File: src/rtl/aes_round_scheduler_pkg.sv
// ----------------------------------------------------------------------------
// aes_sched_pkg
// Shared definitions for the AES round scheduler:
//   - sched_state_e : controller state encoding (IDLE, ROUND, DONE)
//   - AES128/192/256_ROUNDS : round counts for the three AES key sizes
//   - RND_W : default width of the round index
// No ports (package).
// ----------------------------------------------------------------------------
package aes_sched_pkg;

   localparam int AES128_ROUNDS = 10;
   localparam int AES192_ROUNDS = 12;
   localparam int AES256_ROUNDS = 14;

   localparam int RND_W = 4;

   typedef enum logic [1:0] {
      ST_IDLE  = 2'd0,
      ST_ROUND = 2'd1,
      ST_DONE  = 2'd2
   } sched_state_e;

endpackage : aes_sched_pkg

File: src/rtl/aes_sched_rr_arb.sv
// ----------------------------------------------------------------------------
// aes_sched_rr_arb
// Combinational round-robin priority picker. Grants the first set bit of req
// at or after ptr, wrapping modulo NREQ.
// Ports:
//   req  in  NREQ  request vector
//   ptr  in  ID_W  highest-priority index (must be < NREQ)
//   gnt  out NREQ  one-hot grant (all zero when nothing requested)
//   id   out ID_W  encoded index of the granted bit
//   any  out 1     at least one request is set
// ----------------------------------------------------------------------------
module aes_sched_rr_arb #(
   parameter int NREQ = 2,
   parameter int ID_W = $clog2(NREQ)
) (
   input  logic [NREQ-1:0] req,
   input  logic [ID_W-1:0] ptr,
   output logic [NREQ-1:0] gnt,
   output logic [ID_W-1:0] id,
   output logic            any
);

   logic [ID_W:0]   sum;
   logic [ID_W-1:0] idx;

   // NOTE: every signal written here gets a default before the loop, so no
   // path through the block leaves one unassigned and no latch is inferred.
   always_comb begin
      gnt = '0;
      id  = '0;
      any = 1'b0;
      sum = '0;
      idx = '0;
      for (int i = 0; i < NREQ; i++) begin
         // Walk indices ptr, ptr+1, ... with a manual modulo-NREQ wrap.
         sum = {1'b0, ptr} + (ID_W+1)'(i);
         if (sum >= (ID_W+1)'(NREQ)) begin
            sum = sum - (ID_W+1)'(NREQ);
         end
         idx = sum[ID_W-1:0];
         if (!any && req[idx]) begin
            any      = 1'b1;
            gnt[idx] = 1'b1;
            id       = idx;
         end
      end
   end

endmodule : aes_sched_rr_arb

File: src/rtl/aes_round_scheduler.sv
// ----------------------------------------------------------------------------
// aes_round_scheduler
// Control-only sequencer sharing one iterative AES round datapath between
// NREQ requesters. Round-robin grant, initial AddRoundKey load, NUM_ROUNDS
// round strobes, then a response held until accepted.
// Optional build macro: AES_ROUND_SCHED_PERF_EN adds perf_busy_cycles and
// perf_blocks saturating counters.
// Ports:
//   clk, rst          clock (rising edge), async active-high reset
//   req_valid/ready   per-requester request, one-hot combinational accept
//   dp_load           load block + round-0 key, initial AddRoundKey
//   dp_sel            datapath input mux select (granted requester)
//   dp_round_en       execute one round this cycle
//   dp_round          round index 1..NUM_ROUNDS, 0 when no round runs
//   dp_key_step       advance key expansion one round
//   dp_last           final round, bypass MixColumns
//   rsp_valid/id      result present, owning requester
//   rsp_ready         result consumer accept
//   busy              controller not idle
//   perf_busy_cycles  (perf build) cycles with busy high, saturating
//   perf_blocks       (perf build) response handshakes, saturating
// ----------------------------------------------------------------------------
module aes_round_scheduler
   import aes_sched_pkg::*;
#(
   parameter int NREQ       = 2,
   parameter int NUM_ROUNDS = AES128_ROUNDS,
   parameter int ID_W       = $clog2(NREQ),
   parameter int RND_W      = aes_sched_pkg::RND_W
) (
   input  logic             clk,
   input  logic             rst,
   input  logic [NREQ-1:0]  req_valid,
   output logic [NREQ-1:0]  req_ready,
   output logic             dp_load,
   output logic [ID_W-1:0]  dp_sel,
   output logic             dp_round_en,
   output logic [RND_W-1:0] dp_round,
   output logic             dp_key_step,
   output logic             dp_last,
   output logic             rsp_valid,
   output logic [ID_W-1:0]  rsp_id,
   input  logic             rsp_ready,
   output logic             busy
`ifdef AES_ROUND_SCHED_PERF_EN
   ,
   output logic [31:0]      perf_busy_cycles,
   output logic [15:0]      perf_blocks
`endif
);

   sched_state_e     state;
   logic [RND_W-1:0] round;
   logic [ID_W-1:0]  gnt_id;
   logic [ID_W-1:0]  rr_ptr;

   logic [ID_W-1:0]  next_ptr;
   logic [ID_W-1:0]  arb_ptr;
   logic [ID_W-1:0]  arb_id;
   logic [NREQ-1:0]  arb_req;
   logic [NREQ-1:0]  arb_gnt;
   logic             arb_any;
   logic             grant_ok;
   logic             in_round;
   logic             last_round;
   logic             rsp_hs;

   // Pointer value that a response handshake installs; the back-to-back grant
   // in DONE uses it combinationally before it reaches rr_ptr.
   assign next_ptr = (gnt_id == ID_W'(NREQ-1)) ? '0 : gnt_id + ID_W'(1);

   // A grant may happen from IDLE, or from DONE in the handshake cycle. The
   // rst term keeps req_ready/dp_load low while reset is held, since they are
   // otherwise combinational from req_valid.
   assign grant_ok = !rst && ((state == ST_IDLE) || ((state == ST_DONE) && rsp_ready));
   assign arb_req  = grant_ok ? req_valid : '0;
   assign arb_ptr  = (state == ST_DONE) ? next_ptr : rr_ptr;

   aes_sched_rr_arb #(
      .NREQ (NREQ),
      .ID_W (ID_W)
   ) u_arb (
      .req (arb_req),
      .ptr (arb_ptr),
      .gnt (arb_gnt),
      .id  (arb_id),
      .any (arb_any)
   );

   assign in_round    = (state == ST_ROUND);
   assign last_round  = (round == RND_W'(NUM_ROUNDS));
   assign rsp_hs      = rsp_valid && rsp_ready;

   assign req_ready   = arb_gnt;
   assign dp_load     = arb_any;
   assign dp_sel      = arb_any ? arb_id : (in_round ? gnt_id : '0);
   assign dp_round_en = in_round;
   assign dp_key_step = in_round;
   assign dp_round    = in_round ? round : '0;
   assign dp_last     = in_round && last_round;
   assign rsp_valid   = (state == ST_DONE);
   assign rsp_id      = rsp_valid ? gnt_id : '0;
   assign busy        = (state != ST_IDLE);

   // NOTE: sequential state uses non-blocking assignments so every flop
   // samples pre-edge values, independent of statement order.
   always_ff @(posedge clk or posedge rst) begin
      if (rst) begin
         state  <= ST_IDLE;
         round  <= '0;
         gnt_id <= '0;
         rr_ptr <= '0;
      end else begin
         // Pointer moves on response handshake only, never on grant.
         if (rsp_hs) begin
            rr_ptr <= next_ptr;
         end
         case (state)
            ST_IDLE, ST_DONE: begin
               if (arb_any) begin
                  gnt_id <= arb_id;
                  round  <= RND_W'(1);
                  state  <= ST_ROUND;
               end else if (rsp_hs) begin
                  round  <= '0;
                  state  <= ST_IDLE;
               end
            end
            ST_ROUND: begin
               // Leave on the last round so the counter never passes NUM_ROUNDS.
               if (last_round) begin
                  state <= ST_DONE;
               end else begin
                  round <= round + RND_W'(1);
               end
            end
            default: state <= ST_IDLE;
         endcase
      end
   end

`ifdef AES_ROUND_SCHED_PERF_EN
   always_ff @(posedge clk or posedge rst) begin
      if (rst) begin
         perf_busy_cycles <= '0;
         perf_blocks      <= '0;
      end else begin
         if (busy && (perf_busy_cycles != '1)) begin
            perf_busy_cycles <= perf_busy_cycles + 32'd1;
         end
         if (rsp_hs && (perf_blocks != '1)) begin
            perf_blocks <= perf_blocks + 16'd1;
         end
      end
   end
`endif

endmodule : aes_round_scheduler

File: config.mk
export PLATFORM = sky130hd
export DESIGN_NAME = aes_round_scheduler
export DESIGN_NICKNAME = d
export VERILOG_FILES = /design/src/rtl/aes_round_scheduler_pkg.sv /design/src/rtl/aes_sched_rr_arb.sv /design/src/rtl/aes_round_scheduler.sv
export SDC_FILE = /design/constraint.sdc
export NUM_CORES = 1
export LEC_CHECK = 0
export BUFFER_PORTS_ARGS = -buffer_cell sky130_fd_sc_hd__buf_2
export CELL_PAD_IN_SITES_DETAIL_PLACEMENT = 1
export CELL_PAD_IN_SITES_GLOBAL_PLACEMENT = 1
export CORE_MARGIN = 3
export CORE_UTILIZATION = 32
export CTS_BUF_LIST = sky130_fd_sc_hd__clkbuf_2 sky130_fd_sc_hd__clkbuf_4 sky130_fd_sc_hd__clkbuf_8
export DETAILED_ROUTE_END_ITERATION = 6
export PLACE_DENSITY_LB_ADDON = 0.1
export SYNTH_ARGS = -nofsm -noshare
export SYNTH_HDL_FRONTEND = slang
export SYNTH_SLANG_ARGS = --single-unit
File: constraint.sdc
create_clock -name clk -period 1.2 [get_ports clk]
set_input_delay 0.18 -clock clk [delete_from_list [all_inputs] [get_ports clk]]
set_output_delay 0.18 -clock clk [all_outputs]
set_load 0.1 [all_outputs]
==> impl_metrics.csv, run 1 <==
group,metric,value,unit
outcome,outcome,"stopped before the end",
outcome,lastStage,"clock tree synthesis (4_1_cts)",
outcome,stop_error,"[ERROR DPL-0033] detailed placement checks failed during check placement.",
die,placementRows,14,
synthesis,post_synth_main_area_contributors,"sky130_fd_sc_hd__dfrtp_1 (38%), sky130_fd_sc_hd__nand2_1 (5.0%), sky130_fd_sc_hd__ha_1 (4.8%), sky130_fd_sc_hd__o22ai_1 (4.8%), sky130_fd_sc_hd__a21oi_1 (3.8%)",
die,die_width,46.5,um
placement,gp_congestion,0.735,
synthesis,synth_ff_type,"sky130_fd_sc_hd__dfrtp_1",
die,start_util,34.5,%
clock_network,clock_sink_count,8,
placement,port_buffers,18,
synthesis,syn-cell-area,526,um^2
synthesis,synthesis.nets,70,
clock_network,clock-root-buffer,"sky130_fd_sc_hd__clkbuf_4",
synthesis,synth_top_area_cell,"sky130_fd_sc_hd__dfrtp_1",
synthesis,netlist_instances,63,
synthesis,post_synth_num_cell_types,28,
synthesis,count_of_state_elements_after_synthesis,8,
placement,place_area,1140,um^2
synthesis,yosys.cell_count.top_type,"sky130_fd_sc_hd__dfrtp_1",
clock_network,postCtsHoldBufs,1,
die,io_pins,19,
clock_network,cts_resized,19,
placement,dpl.hpwl,2130,um
die,die-height,46.5,um
synthesis,ys.warnings.count,0,
clock_network,cts_htree_levels,1,
synthesis,yosys.area.top_type_share,38.1,%
clock_network,cts-buffers-inserted,3,
synthesis,syn-mean-instance-area,8.34,um^2
clock_network,cts_max_path_buffers,2,
synthesis,yosysSeqAreaShare,38.1,%
synthesis,synthTopCellsByCount,"sky130_fd_sc_hd__dfrtp_1 (8), sky130_fd_sc_hd__nand2_1 (7)",
synthesis,async_flop_share,100,%
synthesis,synth_enable_flop_cells,0,
clock_network,cts.repair_timing.setup_buffer_count,7,
==> kinds of logic after synthesis <==
kind of cell | share of synthesized area, %
xor+xnor | 1.67
compound gates | 21.9
flops | 38.1
simple gates | 27.9
buf+inv | 5.71
fa+ha+maj | 4.76
==> per-stage QoR <==
step	setup slack (ns)	util, %	TNS, ns	hold WS (ns)	instances
floorplan	-0.608	-	-5.77	-0.00434	63
global placement	-0.384	75.1	-4.68	0.173	123
detailed placement	-0.505	75.1	-5.97	0.208	123
==> run 2: changes to the inputs <==
==> config.mk (replaced) <==
export PLATFORM = sky130hd
export DESIGN_NAME = aes_round_scheduler
export DESIGN_NICKNAME = d
export VERILOG_FILES = /design/src/rtl/aes_round_scheduler_pkg.sv /design/src/rtl/aes_sched_rr_arb.sv /design/src/rtl/aes_round_scheduler.sv
export SDC_FILE = /design/constraint.sdc
export NUM_CORES = 1
export LEC_CHECK = 0
export BUFFER_PORTS_ARGS = -buffer_cell sky130_fd_sc_hd__buf_2
export CORE_AREA = 3 3 64 66
export DETAILED_ROUTE_END_ITERATION = 6
export DIE_AREA = 0 0 67 69
export PLACE_DENSITY_LB_ADDON = 0.15
export SYNTH_ARGS = -nofsm -noshare
export SYNTH_HDL_FRONTEND = slang
export SYNTH_SLANG_ARGS = --single-unit
==> constraint.sdc (replaced) <==
create_clock -name clk -period 1.55 [get_ports clk]
set_input_delay 0.2325 -clock clk [delete_from_list [all_inputs] [get_ports clk]]
set_output_delay 0.2325 -clock clk [all_outputs]
set_load 0.1 [all_outputs]
==> impl_metrics.csv, run 2 <==
group,metric,value,unit
outcome,outcome,"finished, violations left",
outcome,violations,"setup timing",
clock_network,cts-buffers-inserted,3,
clock_network,worstSkewPairLatency,0.23,ns
cells_and_area,areaGrowthSynthToFinish,161,%
global_routing,grt_usage,8.70,%
run,max_cap_viol_count,0,
cells_and_area,nNetsFinal,125,
clock_network,tritoncts,"built",
cells_and_area,regs_by_ff_count,"round: 4 flops, state: 2 flops",
timing,relSlewSlack,76.3,%
synthesis,synth_enable_flop_cells,0,
timing,setup-violations-final,16,
routing,drt_pre_antenna_iters,2,
timing,min_period_over_period,118,%
routing,viasPerCell,4.10,
synthesis,yosysSeqAreaShare,38.1,%
die,die-height,69,um
routing,post-route-drc-count,0,
synthesis,yosys.area.top_type_share,38.1,%
timing,fmax,548,MHz
synthesis,netlist_instances,63,
global_routing,grt_start_max_net_pins,9,
global_routing,gr-total-overflow,0,
routing,wl,1980,um
placement,dpl.hpwl,1350,um
worst_setup_path,critical_path_start_type,"flop",
timing,timing_hold_violations_final,0,
cells_and_area,layout.cells.most_common_list,"sky130_fd_sc_hd__buf_4 (24), sky130_fd_sc_hd__buf_12 (15), sky130_fd_sc_hd__buf_6 (8), sky130_fd_sc_hd__dfrtp_1 (7)",
routing,avgRoutedWirePerCell,12.1,um
synthesis,synth_top_area_cell,"sky130_fd_sc_hd__dfrtp_1",
die,die_width,67,um
clock_network,cts.clk_slew.worst_paths,0.04,ns
cells_and_area,largest_reg_flops,4,
timing,fin_skew,0.00376,ns
synthesis,syn-cell-area,526,um^2
timing,worst-slew-pin-transition,0.356,ns
timing,maxSlewViolCount,0,
clock_network,clock-root-buffer,"sky130_fd_sc_hd__clkbuf_8",
routing,via_count,672,
placement,post-place-cells,146,
timing,whs,0.128,ns
hold_path,min-delay-path-class,"in -> async",
cells_and_area,layout.cells.non_filler,164,
die,core_area,3630,um^2
die,io_pins,19,
synthesis,syn-mean-instance-area,8.34,um^2
synthesis,post_synth_num_cell_types,28,
cells_and_area,max_flop_register,"round",
clock_network,cts_max_path_buffers,2,
synthesis,post_synth_main_area_contributors,"sky130_fd_sc_hd__dfrtp_1 (38%), sky130_fd_sc_hd__nand2_1 (5.0%), sky130_fd_sc_hd__ha_1 (4.8%), sky130_fd_sc_hd__o22ai_1 (4.8%), sky130_fd_sc_hd__a21oi_1 (3.8%)",
synthesis,async_flop_share,100,%
global_routing,number_of_antenna_violations_at_the_first_check_in_global_routing,0,
worst_setup_path,reg2reg_from,"state[1]",
worst_setup_path,crit_arrival,1.59,ns
global_routing,first_global_vias,680,
worst_setup_path,cp.required,1.32,ns
timing,tns,-2.70,ns
die,floorplan.die_area,4620,um^2
timing,timing.final.ws_setup,-0.274,ns
synthesis,count_of_state_elements_after_synthesis,8,
placement,gp_congestion,0.781,
timing,grt_setup_unrepaired,"true",
worst_setup_path,timing.critical_path.fanout_max,3,
cells_and_area,antenna_cells_inserted,0,
die,placementRows,22,
global_routing,wire_length_of_the_first_global_routing_pass,3020,um
cells_and_area,utilization,37.7,%
synthesis,ys.warnings.count,0,
routing,first_iter_violations,17,
synthesis,synthesis.nets,70,
timing,period_needed,1.82,ns
cells_and_area,layout_commonest_cell,"sky130_fd_sc_hd__buf_4",
worst_setup_path,worstSetupPathType,"reg -> out",
routing,final_antenna_net_count,0,
synthesis,yosys.cell_count.top_type,"sky130_fd_sc_hd__dfrtp_1",
synthesis,synth_ff_type,"sky130_fd_sc_hd__dfrtp_1",
placement,port_buffers,18,
worst_setup_path,startpoint,"state[0]",
die,start_util,14.5,%
clock_network,cts_htree_levels,1,
clock_network,clock_sink_count,8,
worst_setup_path,critPathCaptureType,"output port",
cells_and_area,final_layout_size_suffix_gt1_share,69.8,%
synthesis,synthTopCellsByCount,"sky130_fd_sc_hd__dfrtp_1 (8), sky130_fd_sc_hd__nand2_1 (7)",
==> run 2: cell counts after synthesis <==
No cell type changed its count.
==> run 2: worst paths after layout <==
check / endpoint / slack [ns] / cells after the start
max in group asynchronous: state[1] / 1.14 / 3
hold reg to reg: round[2] / 0.55 / 1
min in group clk: state[1] / 0.35 / 3
hold / removal: rr_ptr / 0.13 / 3
setup / recovery: dp_sel / -0.27 / 6
setup reg to reg: round[0] / -0.06 / 8
==> run 2: logic make-up (layout without fill, tap and decap cells) <==
group | count (synthesis) | in the layout | synth area share [%]
compound gates | 17 | 17 | 21.9
xor+xnor | 1 | 1 | 1.67
fa+ha+maj | 2 | 2 | 4.76
buf+inv | 7 | 60 | 5.71
flops | 8 | 8 | 38.1
simple gates | 28 | 28 | 27.9
==> run 2: metrics by stage <==
step           area, um^2  worst slack [ns]
2_1_floorplan         627            -0.311
3_3_place_gp         1100            -0.194
3_5_place_dp         1100            -0.208
4_1_cts              1290            -0.271
5_1_grt              1370            -0.331
6_report             1370            -0.274
==> run 2: worst max-delay path: stages, from the launching register on <==
cell	delay, ns
sky130_fd_sc_hd__dfrtp_1	0.39
sky130_fd_sc_hd__nand2b_4	0.18
sky130_fd_sc_hd__inv_8	0.03
sky130_fd_sc_hd__o21a_4	0.19
sky130_fd_sc_hd__o211a_4	0.23
sky130_fd_sc_hd__a21o_4	0.19
sky130_fd_sc_hd__buf_12	0.16
==> run 2: cell type report <==
| class | instances | area (um^2) |
|---|---|---|
| clock buffers | 3 | 41.3 |
| fillers | 380 | 2260 |
| inverters | 6 | 37.5 |
| multi-input cells | 48 | 439 |
| flip-flops and latches | 8 | 201 |
| well taps | 48 | 60.1 |
| repair buffers | 51 | 591 |
==> run 2: routing by layer <==
metal  wire length [um]  GRT usage [%]  vias to the layer above  share of wire [%]
met2               1000           14.3                       22                 50
met3                132           3.75                        9                6.7
met5                  0              0                        -                  0
li1                   -              -                      333                  -
met4                 60           4.05                        0                3.0
met1                791           9.35                      308                 40
==> run 2: timing repair <==
item,in CTS,in global routing
endpoints found under the setup margin,11,18
resized for setup,20,9
hold buffers,0,0
pin swaps,10,9
setup buffers,9,7
Power of run 2 is not shown: default switching activity piles up to over one toggle a cycle in this logic, so the estimate is an artifact.
==> run 3: changes to the inputs <==
--- a/config.mk
+++ b/config.mk
@@ -10,6 +10,7 @@
 export DETAILED_ROUTE_END_ITERATION = 6
 export DIE_AREA = 0 0 67 69
 export PLACE_DENSITY_LB_ADDON = 0.15
+export SKIP_LAST_GASP = 1
 export SYNTH_ARGS = -nofsm -noshare
 export SYNTH_HDL_FRONTEND = slang
 export SYNTH_SLANG_ARGS = --single-unit
==> impl_metrics.csv, run 3 (synthesized netlist as in run 2, its figures left out) <==
group,metric,value,unit
outcome,outcome,"finished, violations left",
worst_setup_path,largest_stage_delay_worst_path,0.39,ns
outcome,violations,"setup timing",
placement,dpl.hpwl,1350,um
die,core_area,3630,um^2
global_routing,wire_length_of_the_first_global_routing_pass,3000,um
worst_setup_path,crit_path_end,"dp_sel",
global_routing,grt_util_met1,9.24,%
cells_and_area,regs_by_ff_count,"round: 4 flops, state: 2 flops",
worst_setup_path,worst_r2r_endpoint,"round[0]",
worst_setup_path,critical_path.cell_chain,"nand2b_4 > inv_8 > o21a_4 > o211a_4 > a21o_4 > buf_12",
cells_and_area,antenna_cells_inserted,0,
cells_and_area,final-seq-area,201,um^2
timing,setup-violations-final,16,
clock_network,cts-buffers-inserted,3,
timing,worst-slew-pin-transition,0.351,ns
global_routing,groute.layer.met2.usage,13.9,%
cells_and_area,nNetsFinal,124,
routing,wl,1920,um
worst_setup_path,critical_path_start_type,"flop",
routing,post-route-drc-count,0,
global_routing,grt_busiest_layer,"met2",
worst_setup_path,critical_path_depth,6,
clock_network,cts_htree_levels,1,
clock_network,cts_max_path_buffers,2,
global_routing,grt_start_max_net_pins,9,
clock_network,cts.clk_slew.worst_paths,0.04,ns
clock_network,worstSkewPairLatency,0.23,ns
clock_network,tritoncts,"built",
clock_network,clock_sink_count,8,
cells_and_area,layout.cells.most_common_list,"sky130_fd_sc_hd__buf_4 (23), sky130_fd_sc_hd__buf_12 (15), sky130_fd_sc_hd__buf_6 (8), sky130_fd_sc_hd__dfrtp_1 (7)",
hold_path,min-delay-path-class,"in -> async",
worst_setup_path,critical_path.slowest_cell,"sky130_fd_sc_hd__dfrtp_1",
global_routing,first_global_vias,680,
placement,gp_congestion,0.781,
worst_setup_path,timing.critical_path.fanout_max,3,
cells_and_area,filler_cell_count,382,
clock_network,clock-root-buffer,"sky130_fd_sc_hd__clkbuf_8",
timing,period_needed,1.83,ns
worst_setup_path,reg2reg_setup_slack,-0.07,ns
worst_setup_path,timing.reg2reg.worst_path_depth,8,
routing,first_iter_violations,21,
worst_setup_path,worstSetupPathType,"reg -> out",
cells_and_area,multi_input_comb_area,439,um^2
cells_and_area,layout_commonest_cell,"sky130_fd_sc_hd__buf_4",
routing,final_antenna_net_count,0,
die,placementRows,22,
worst_setup_path,cpLargestDelayFamily,"compound AO/OA/AOI/OAI gates",
cells_and_area,final_layout_size_suffix_gt1_share,69.6,%
die,die_width,67,um
timing,fin_skew,0.00338,ns
worst_setup_path,buffering_stage_count_on_the_worst_path_with_inverters_included,2,
cells_and_area,finish.instance_area,1360,um^2
die,io_pins,19,
cells_and_area,areaGrowthSynthToFinish,159,%
timing,min_period_over_period,118,%
timing,relSlewSlack,76.5,%
timing,fmax,547,MHz
routing,viasPerCell,4.10,
timing,timing_hold_violations_final,0,
worst_setup_path,cp.required,1.32,ns
worst_setup_path,critPathCaptureType,"output port",
cells_and_area,largest_reg_flops,4,
timing,maxSlewViolCount,0,
cells_and_area,max_flop_register,"round",
placement,port_buffers,18,
global_routing,gr-total-overflow,0,
timing,grt_setup_unrepaired,"true",
routing,drt_pre_antenna_iters,6,
worst_setup_path,startpoint,"state[0]",
global_routing,grt_usage,8.53,%
timing,timing.final.ws_setup,-0.279,ns
run,max_cap_viol_count,0,
timing,tns,-2.72,ns
die,die-height,69,um
placement,place_area,1100,um^2
global_routing,number_of_antenna_violations_at_the_first_check_in_global_routing,0,
worst_setup_path,crit_arrival,1.60,ns
routing,via_count,668,
routing,avgRoutedWirePerCell,11.8,um
worst_setup_path,reg2reg_from,"state[1]",
global_routing,grt_use_met3,3.75,%
die,floorplan.die_area,4620,um^2
die,start_util,14.5,%
-- run 3: changes by cell type in the layout (fill, tap and decap cells not counted), sizes merged --
cell	change
buf	-1
-- run 3: layer usage --
metal / up-vias / wire length [um]
met2: 23 / 1010
met3: 6 / 139
met1: 311 / 721
met5: - / 0
li1: 328 / -
met4: 0 / 46
-- run 3: repair_timing --
item,CTS,global route
buffers inserted,9,6
pin swaps,7,7
cloned,0,0
hold buffers,0,0
resized for setup,17,12
endpoints found under the setup margin,11,18
-- run 3: worst reg2reg max path: cells and delay by family (launching register included) --
kind	cells	cell delay, ns
buffers and inverters	4	0.50
DFF	1	0.44
AOI/OAI and AO/OA	1	0.04
and+or+nand+nor	3	0.51
-- run 3: worst min path at each step --
stage          from        to  slack, ns  depth (start not counted)
6_report        rst  state[0]       0.13                          3
4_1_cts         rst  state[0]       0.12                          3
3_5_place_dp    rst  state[0]       0.37                          3
2_1_floorplan   rst    gnt_id       0.05                          1
3_3_place_gp    rst  state[0]       0.37                          3
5_1_grt         rst  state[0]       0.15                          3
-- run 3: per-stage QoR --
step | cells | setup slack, ns | hold slack (ns) | utilization, %
floorplan | 63 | -0.311 | 0.0482 | -
global placement | 146 | -0.194 | 0.371 | 30.2
detailed placement | 146 | -0.208 | 0.365 | 30.2
CTS | 158 | -0.271 | 0.117 | 35.1
global route | 163 | -0.335 | 0.152 | 37.5
finish | 163 | -0.279 | 0.126 | 37.5
-- run 3: cell type report --
cell class | instances | share of cell area [%]
multi-input combinational | 48 | 32.2
timing repair buffer | 50 | 42.8
tap | 48 | 4.41
inverter | 6 | 2.75
clock buffer | 3 | 3.03
sequential | 8 | 14.8
Power of run 3 is left out for the same reason.
